**config.mk**
```make
export PLATFORM = sky130hd
export DESIGN_NAME = interrupt_sequencer
export DESIGN_NICKNAME = d
export VERILOG_FILES = /design/src/rtl/interrupt_sequencer.sv
export SDC_FILE = /design/constraint.sdc
export NUM_CORES = 1
export LEC_CHECK = 0
export ABC_AREA = 0
export CORE_MARGIN = 2
export CORE_UTILIZATION = 49
export DETAILED_ROUTE_END_ITERATION = 10
export PLACE_DENSITY = 0.95
export SYNTH_ARGS = -nofsm -noshare
export SYNTH_HDL_FRONTEND = slang
export SYNTH_SLANG_ARGS = --single-unit
```
**constraint.sdc**
```tcl
create_clock -name clk -period 4.4 [get_ports clk]
set_clock_uncertainty 0.1 [all_clocks]
set_input_delay 0.88 -clock clk [delete_from_list [all_inputs] [get_ports clk]]
set_output_delay 0.88 -clock clk [all_outputs]
set_load 0.1 [all_outputs]
```
**src/rtl/interrupt_sequencer.sv**
```systemverilog
// Interrupt entry/exit sequencer: saves context, masks, vectors, then restores on reti.
// Latency: first entry strobe one cycle after the taking edge, pc_load four cycles after that.
// Backpressure: holds the core with stall during every sequencing state; requests are ignored outside IDLE.
module interrupt_sequencer #(
  parameter int          NUM_IRQ       = 9,
  parameter logic [15:0] VECTOR_BASE   = 16'h0100,
  parameter logic [15:0] VECTOR_STRIDE = 16'h0004
) (
  input  logic               clk,
  input  logic               rst_n,
  input  logic [NUM_IRQ-1:0] irq_req,
  input  logic [NUM_IRQ-1:0] irq_mask,
  input  logic               instr_boundary,
  input  logic               reti,
  input  logic [15:0]        pc_in,
  input  logic [15:0]        sp_in,
  input  logic [15:0]        ra_in,
  output logic               stall,
  output logic               r_backup,
  output logic               r_restore,
  output logic               return_address_write,
  output logic [15:0]        return_address_input,
  output logic               stack_pointer_write,
  output logic [15:0]        stack_pointer_input,
  output logic               interrupt_write,
  output logic [NUM_IRQ-1:0] interrupt_input,
  output logic               pc_load,
  output logic [15:0]        pc_value,
  output logic [NUM_IRQ-1:0] irq_ack,
  output logic               in_service
);

  localparam int IDXW = (NUM_IRQ > 1) ? $clog2(NUM_IRQ) : 1;

  typedef enum logic [3:0] {
    IDLE, SAVE_R, SAVE_RA, PUSH_SP, MASK, VECTOR, SERVICE,
    REST_R, POP_SP, REST_MASK, RETURN
  } state_t;

  state_t              state_q;
  logic [IDXW-1:0]     idx_q;
  logic [NUM_IRQ-1:0]  saved_mask_q;

  logic [NUM_IRQ-1:0]  pend;
  logic                pend_any;
  logic [IDXW-1:0]     pend_idx;
  logic [15:0]         idx_ext;
  logic [15:0]         vec_addr;

  // Lowest-index enabled request wins; the downward loop leaves the smallest index last.
  always_comb begin
    pend     = irq_req & irq_mask;
    pend_any = |pend;
    pend_idx = '0;
    for (int i = NUM_IRQ - 1; i >= 0; i--) begin
      if (pend[i]) pend_idx = IDXW'(i);
    end
  end

  // Vector address from the latched index, wrapping at 16 bits.
  always_comb begin
    idx_ext  = 16'(idx_q);
    vec_addr = VECTOR_BASE + idx_ext * VECTOR_STRIDE;
  end

  // State machine with registered outputs: each output reflects the state being entered.
  always_ff @(posedge clk or negedge rst_n) begin
    if (!rst_n) begin
      state_q              <= IDLE;
      idx_q                <= '0;
      saved_mask_q         <= '0;
      stall                <= 1'b0;
      r_backup             <= 1'b0;
      r_restore            <= 1'b0;
      return_address_write <= 1'b0;
      return_address_input <= '0;
      stack_pointer_write  <= 1'b0;
      stack_pointer_input  <= '0;
      interrupt_write      <= 1'b0;
      interrupt_input      <= '0;
      pc_load              <= 1'b0;
      pc_value             <= '0;
      irq_ack              <= '0;
      in_service           <= 1'b0;
    end else begin
      // Strobes and data default low so every pulse lasts exactly one cycle.
      stall                <= 1'b1;
      r_backup             <= 1'b0;
      r_restore            <= 1'b0;
      return_address_write <= 1'b0;
      return_address_input <= '0;
      stack_pointer_write  <= 1'b0;
      stack_pointer_input  <= '0;
      interrupt_write      <= 1'b0;
      interrupt_input      <= '0;
      pc_load              <= 1'b0;
      pc_value             <= '0;
      irq_ack              <= '0;
      in_service           <= 1'b0;

      case (state_q)
        IDLE: begin
          if (instr_boundary && pend_any) begin
            state_q      <= SAVE_R;
            idx_q        <= pend_idx;
            saved_mask_q <= irq_mask;
            r_backup     <= 1'b1;
          end else begin
            stall <= 1'b0;
          end
        end
        SAVE_R: begin
          state_q              <= SAVE_RA;
          return_address_write <= 1'b1;
          return_address_input <= pc_in;
        end
        SAVE_RA: begin
          state_q             <= PUSH_SP;
          stack_pointer_write <= 1'b1;
          stack_pointer_input <= sp_in - 16'd1;
        end
        PUSH_SP: begin
          state_q         <= MASK;
          interrupt_write <= 1'b1;
          interrupt_input <= '0;
        end
        MASK: begin
          state_q  <= VECTOR;
          pc_load  <= 1'b1;
          pc_value <= vec_addr;
          irq_ack  <= NUM_IRQ'(1) << idx_q;
        end
        VECTOR: begin
          state_q    <= SERVICE;
          stall      <= 1'b0;
          in_service <= 1'b1;
        end
        SERVICE: begin
          if (reti) begin
            state_q   <= REST_R;
            r_restore <= 1'b1;
          end else begin
            stall      <= 1'b0;
            in_service <= 1'b1;
          end
        end
        REST_R: begin
          state_q             <= POP_SP;
          stack_pointer_write <= 1'b1;
          stack_pointer_input <= sp_in + 16'd1;
        end
        POP_SP: begin
          state_q         <= REST_MASK;
          interrupt_write <= 1'b1;
          interrupt_input <= saved_mask_q;
        end
        REST_MASK: begin
          state_q  <= RETURN;
          pc_load  <= 1'b1;
          pc_value <= ra_in;
        end
        RETURN: begin
          state_q <= IDLE;
          stall   <= 1'b0;
        end
        default: begin
          state_q <= IDLE;
          stall   <= 1'b0;
        end
      endcase
    end
  end

endmodule

```
Word-level counts from Yosys, hierarchy flattened
Index checks and enable logic that the tools add are counted.
Cells by class
  reduce and logical (&&, ||, !) cells: 9
  bitwise gates (word level): 1
  muxes and demuxes: 28
  shift operators: 1
  add/subtract/negate cells: 3
  eq/ne operators: 11
Operator list (count)
  case mux 16 bit (2 select lines): 2
  2-to-1 mux 4 bit: 11
  case mux 4 bit (10 select lines): 1
  2-to-1 mux 9 bit: 2
  adder 16 x 1 -> 16 bit (second input constant): 1
  == test 4 x 3 -> 1 bit (second input constant): 4
  2-to-1 mux 16 bit: 1
  subtractor 16 x 1 -> 16 bit (second input constant): 1
  adder 9 x 6 -> 10 bit (first input constant): 1
  AND 9 bit: 1
  2-to-1 mux 1 bit: 9
  OR reduction 9 bit: 1
  left shift 1 x 4 -> 9 bit (first input constant): 1
  == test 4 x 2 -> 1 bit (second input constant): 2
  == test 4 bit (second input constant): 2
  OR reduction 7 bit: 1
  OR reduction 2 bit: 3
  == test 4 x 1 -> 1 bit (second input constant): 1
  zero test 4 bit: 1
  inequality test 2 bit (second input constant): 2
  AND reduction 2 bit: 2
  case mux 1 bit (3 select lines): 1
  case mux 1 bit (2 select lines): 1
  logical AND 1 bit: 1
Storage, ports and cells
  output and inout port bits: 74
  word-level logic and storage cells: 69
  input bits: 70
  bits in registers: 91

Longest topological paths before layout
  depth after elaboration: 10
  mapped depth: 9
  mapped depth without buffers: 8

Least setup slack after synthesis
No wires, ideal clock.
  path type: register to register
  from: register state_q[3]
  to: register stack_pointer_input[15]
  required time: 4221 ps
  period minus slack after synthesis: 2875 ps
  path buffers: 0
  setup time: 79 ps
  data arrival time: 2696 ps
  setup slack: 1525 ps
  cell stages (with the launch flop): 9
  path through: dfrtp_1 nor2b_1 nand3_1 ha_1 a21oi_4 o22ai_2 or4_4 o22ai_2 mux2i_1
On the way
  cells in the longest elaborated chain, start to end: 2
  elaborated cells between the ends (all ways): 3
  classes of those cells: eq/ne (2); mux (1)
RTL lines
  start, declared: line 40  | state_t state_q;
  start signal, assigned: line 69  | state_q <= IDLE;
  start signal, assigned: line 104  | state_q <= SAVE_R;
  start signal, assigned: line 113  | state_q <= SAVE_RA;
  == test 4 x 3 -> 1 bit or == test 4 x 2 -> 1 bit (tied branches): line 101  | case (state_q)
  case mux 16 bit (2 select lines) *: line 101
  end signal, assigned: line 120  | stack_pointer_input <= sp_in - 16'd1;
  end signal, assigned: line 150  | stack_pointer_input <= sp_in + 16'd1;
  end, declared: line 24  | output logic [15:0] stack_pointer_input,
Every way passes the cells marked *; elsewhere a longest branch is shown, timed or not.
A chain may end at the register's enable or synchronous reset.

Worst setup path in the final report
  from: register state_q[2]
  to: register stack_pointer_input[13]
Same word-level chain as after synthesis.

==> summary.md <==
| Metric | Value |
|---|---|
| Switching power | `0.00222 W` |
| Final hold viol count | `0` |
| Switch share | `53.2%` |
| Layout cells sized above 1 | `under 10%` |
| Detail Placement HPWL | `7570 um` |
| Clock Sinks | `approximately 90` |
| Largest net degree at the start of global routing | `92` |
| Synthesized cell area | `4130 um2` |
| Total length of routed wires | `9950 um` |
| PwrDens | `713 nW/um2` |
| CTS Buffer Depth | `2` |
| # Post-CTS Setup Buffers | `0` |
| H-tree depth | `3` |
| ANT nets after route | `0` |
| Pre-CTS setup slack | `0.838 ns` |
| Total track usage | `22.3%` |
| Final setup viols | `0` |
| TritonCTS clock tree | `yes` |
| Io pins | `144` |
| Ys async rst share | `100%` |
| Fin cells | `620` |
| Vias in the first global route | `approximately 3,300` |
| Syn Inst Count | `366` |
| Via density | `5.31` |
| Setup TNS | `0 ns` |
| Period Utilization, post-route | `a little over four fifths` |
| Fmax | `273 MHz` |
| Critical-path cell list | `nor2b_1 -> nand3_1 -> ha_1 -> a21oi_1 -> and2_2 -> a21oi_1 -> o311ai_0 -> mux2i_1` |
| Total number of vias | `between 3,000 and 4,000` |
| RSZ-0062 raised after global routing | `false` |
| Critical Path Start Type | `flop` |
| Worst-Skew Late Latency | `about 0.36 ns` |
| Grt ovf | `0` |
| FP Rows | `33` |
| Die area | `approximately 9000 um2` |
| TritonRoute pass-1 iters | `4` |
| EDFF count, synth | `0` |
| Crit Path Max Fanout | `20` |
| Crit end category | `flop` |
| Initial Utilization | `50.5%` |
| Remaining DRCs | `0` |
| Synth Net Count | `454` |
| FILL cells | `approximately 570` |
| Chip Height | `95.8 um` |
| # hold bufs at CTS | `0` |
| Int Power | `0.00195 W` |
| Clock slew seen by the registers of the worst setup and hold paths | `0.10 ns` |
| CP most frequent cell | `a21oi_1` |
| #FFs+latches synth | `91` |
| Synth unique cells | `59` |
| Worst endpoint required time | `around 4.6 ns` |
| Mean Syn Cell Area | `11.3 um2` |
| Initial antenna violation count | `0` |
| Seq/Total Area, Yosys | `55.2%` |
| Relative slew slack | `26.1%` |
| Ys Warns | `0` |
| Sequential power share | `29.4%` |
| Worst Hold Class | `flop to flop` |
| Number of max-cap violations | `0` |
| Buffers on Ports | `143` |
| Leak | `2.59 nW` |
| Arrival time at the worst endpoint | `3.85 ns` |
| Final WS setup | `0.733 ns` |
| Slew Limit Fails | `0` |
| Clk root buf | `clkbuf_8` |
| Area growth, synth to finish | `41.4%` |
| Clock power frac | `13.6%` |
| Core footprint | `8180 um2` |
| Tmin final | `3.67 ns` |
| Most used DFF post-synth | `dfrtp_1` |
| Dpl cells | `604` |
| VDD IR max | `543 uV` |
| Global-route wire length before repair | `roughly 16,000 um` |
| Die width | `between 90 and 100 um` |
| Worst Tran Pin Value | `about 1.1 ns` |
| Slowest CP cell | `ha_1` |
| Status | `finished clean` |
| Post-route core utilization | `71.4%` |
| Fin nets | `598` |
| Gpl congestion | `0.844` |
| Crit-path max cell delay | `0.69 ns` |
| Num CTS Buffers | `9` |
| Drt wl/cell | `16.1 um` |
| DR iter-0 viols | `around 200` |
| Post-cts gate resize count | `0` |
| Antenna cells | `0` |
| Crit Path Class | `flop to flop` |
| Logic pwr share | `57.0%` |
==> cells by family (layout without fill, tap and decap cells) <==
| group | Yosys count | after routing | share of synthesized area [%] |
|---|---|---|---|
| flip-flops | 91 | 91 | 55.2 |
| multiplexers | 12 | 12 | 3.45 |
| XOR/XNOR | 10 | 10 | 2.12 |
| AND/OR/NAND/NOR | 152 | 152 | 20.4 |
| AO/OA/AOI/OAI | 68 | 68 | 11.5 |
| adder cells (fa/ha/maj) | 18 | 18 | 5.64 |
| buffers and inverters | 15 | 164 | 1.79 |
==> per-stage QoR <==
stage / area, um2 / hold slack (ns) / total power, W
finish: 5840 / 0.385 / 0.00416
global route: 5840 / 0.409 / 0.00437
CTS: 5840 / 0.392 / 0.00419
detailed placement: 5630 / 0.364 / 0.00362
global placement: 5630 / 0.353 / 0.00356
floorplan: 4130 / 0.347 / 0.00304
==> cells in the mapped netlist (3+ instances only) <==
| cell | n | area (um2) |
|---|---|---|
| xnor2_1 | 5 | 43.8 |
| o21ai_0 | 18 | 90.1 |
| nand2b_1 | 8 | 50.1 |
| nand3b_1 | 3 | 22.5 |
| mux2_4 | 3 | 45.0 |
| mux2_2 | 6 | 67.6 |
| nor3_1 | 11 | 55.1 |
| inv_1 | 5 | 18.8 |
| a22oi_1 | 3 | 22.5 |
| nor2_1 | 22 | 82.6 |
| clkbuf_1 | 6 | 22.5 |
| nor2b_1 | 5 | 31.3 |
| mux2i_1 | 3 | 30.0 |
| a21oi_1 | 21 | 105 |
| nor3b_1 | 3 | 22.5 |
| ha_1 | 17 | 213 |
| nand3_1 | 7 | 35.0 |
| xor2_1 | 5 | 43.8 |
| nor4_1 | 4 | 25.0 |
| dfrtp_1 | 91 | 2280 |
| a22o_1 | 3 | 26.3 |
| nand2_1 | 36 | 135 |
| and2_1 | 38 | 238 |
==> power by group through the flow <==
stage / logic [W] / registers [W] / clock network [W]
6_report: 0.00237 / 0.00123 / 0.000566
5_1_grt: 0.00250 / 0.00125 / 0.000620
4_1_cts: 0.00238 / 0.00123 / 0.000579
3_5_place_dp: 0.00237 / 0.00124 / 0
3_3_place_gp: 0.00233 / 0.00123 / 0
2_1_floorplan: 0.000702 / 0.00233 / 0
==> per-layer routing <==
metal / part of all wire (%) / vias to the layer above / GRT usage [%]
met3: 5.9 / 30 / 3.60
met2: 50 / 134 / 39.2
met1: 40 / 1565 / 26.3
met5: 0 / - / 0
met4: 3.7 / 0 / 11.9
li1: - / 1563 / -
==> critical path: cells and delay by family (launching register included) <==
family	cells	cell delay, ns
adders and majority gates	1	0.69
AOI/OAI and AO/OA	3	0.83
and+or+nand+nor	3	1.09
muxes	1	0.25
DFF	1	0.62
==> area by class of cell <==
| class | count | area [um2] | area share [%] |
|---|---|---|---|
| timing repair buffer | 143 | 1430 | 24.5 |
| multi-input combinational | 260 | 1780 | 30.4 |
| clock buffer | 9 | 124 | 2.12 |
| inverter | 5 | 18.8 | 0.321 |
| sequential | 91 | 2280 | 39.0 |
| tap | 105 | 131 | 2.25 |
| clock inverter | 7 | 81.3 | 1.39 |
==> sequential cells by signal, summed over array words and instances (netlist names), 4 cells and up <==
signal,count
idx_q,4
interrupt_input,9
irq_ack,9
pc_value,16
return_address_input,16
saved_mask_q,9
stack_pointer_input,16
state_q,4
==> cells in the final DEF (no fill, tap or decap), types with 4 or more instances in the layout <==
cell             synthesis  routed
o21ai_0                 18      18
xor2_1                   5       5
nor4_1                   4       4
and2_1                  38      38
nor2_1                  22      22
dfrtp_1                 91      91
nor3_1                  11      11
ha_1                    17      17
xnor2_1                  5       5
nand2_1                 36      36
nor2b_1                  5       5
a21oi_1                 21      21
inv_1                    5       5
clkdlybuf4s50_1          0     142
clkbuf_8                 0       9
nand2b_1                 8       8
nand3_1                  7       7
mux2_2                   6       6
==> worst paths after layout <==
check                           startpoint                        to  slack [ns]  cells after the start
setup / recovery                state_q[2]   stack_pointer_input[13]        0.73                      8
hold reg to reg            saved_mask_q[1]        interrupt_input[1]        0.39                      1
hold / removal             saved_mask_q[1]        interrupt_input[1]        0.39                      1
max in group asynchronous            rst_n  return_address_input[13]        2.87                      1
setup reg to reg                state_q[2]   stack_pointer_input[13]        0.73                      8
min in group asynchronous            rst_n        interrupt_input[6]        0.59                      1
(Power assumes the default switching activity.)
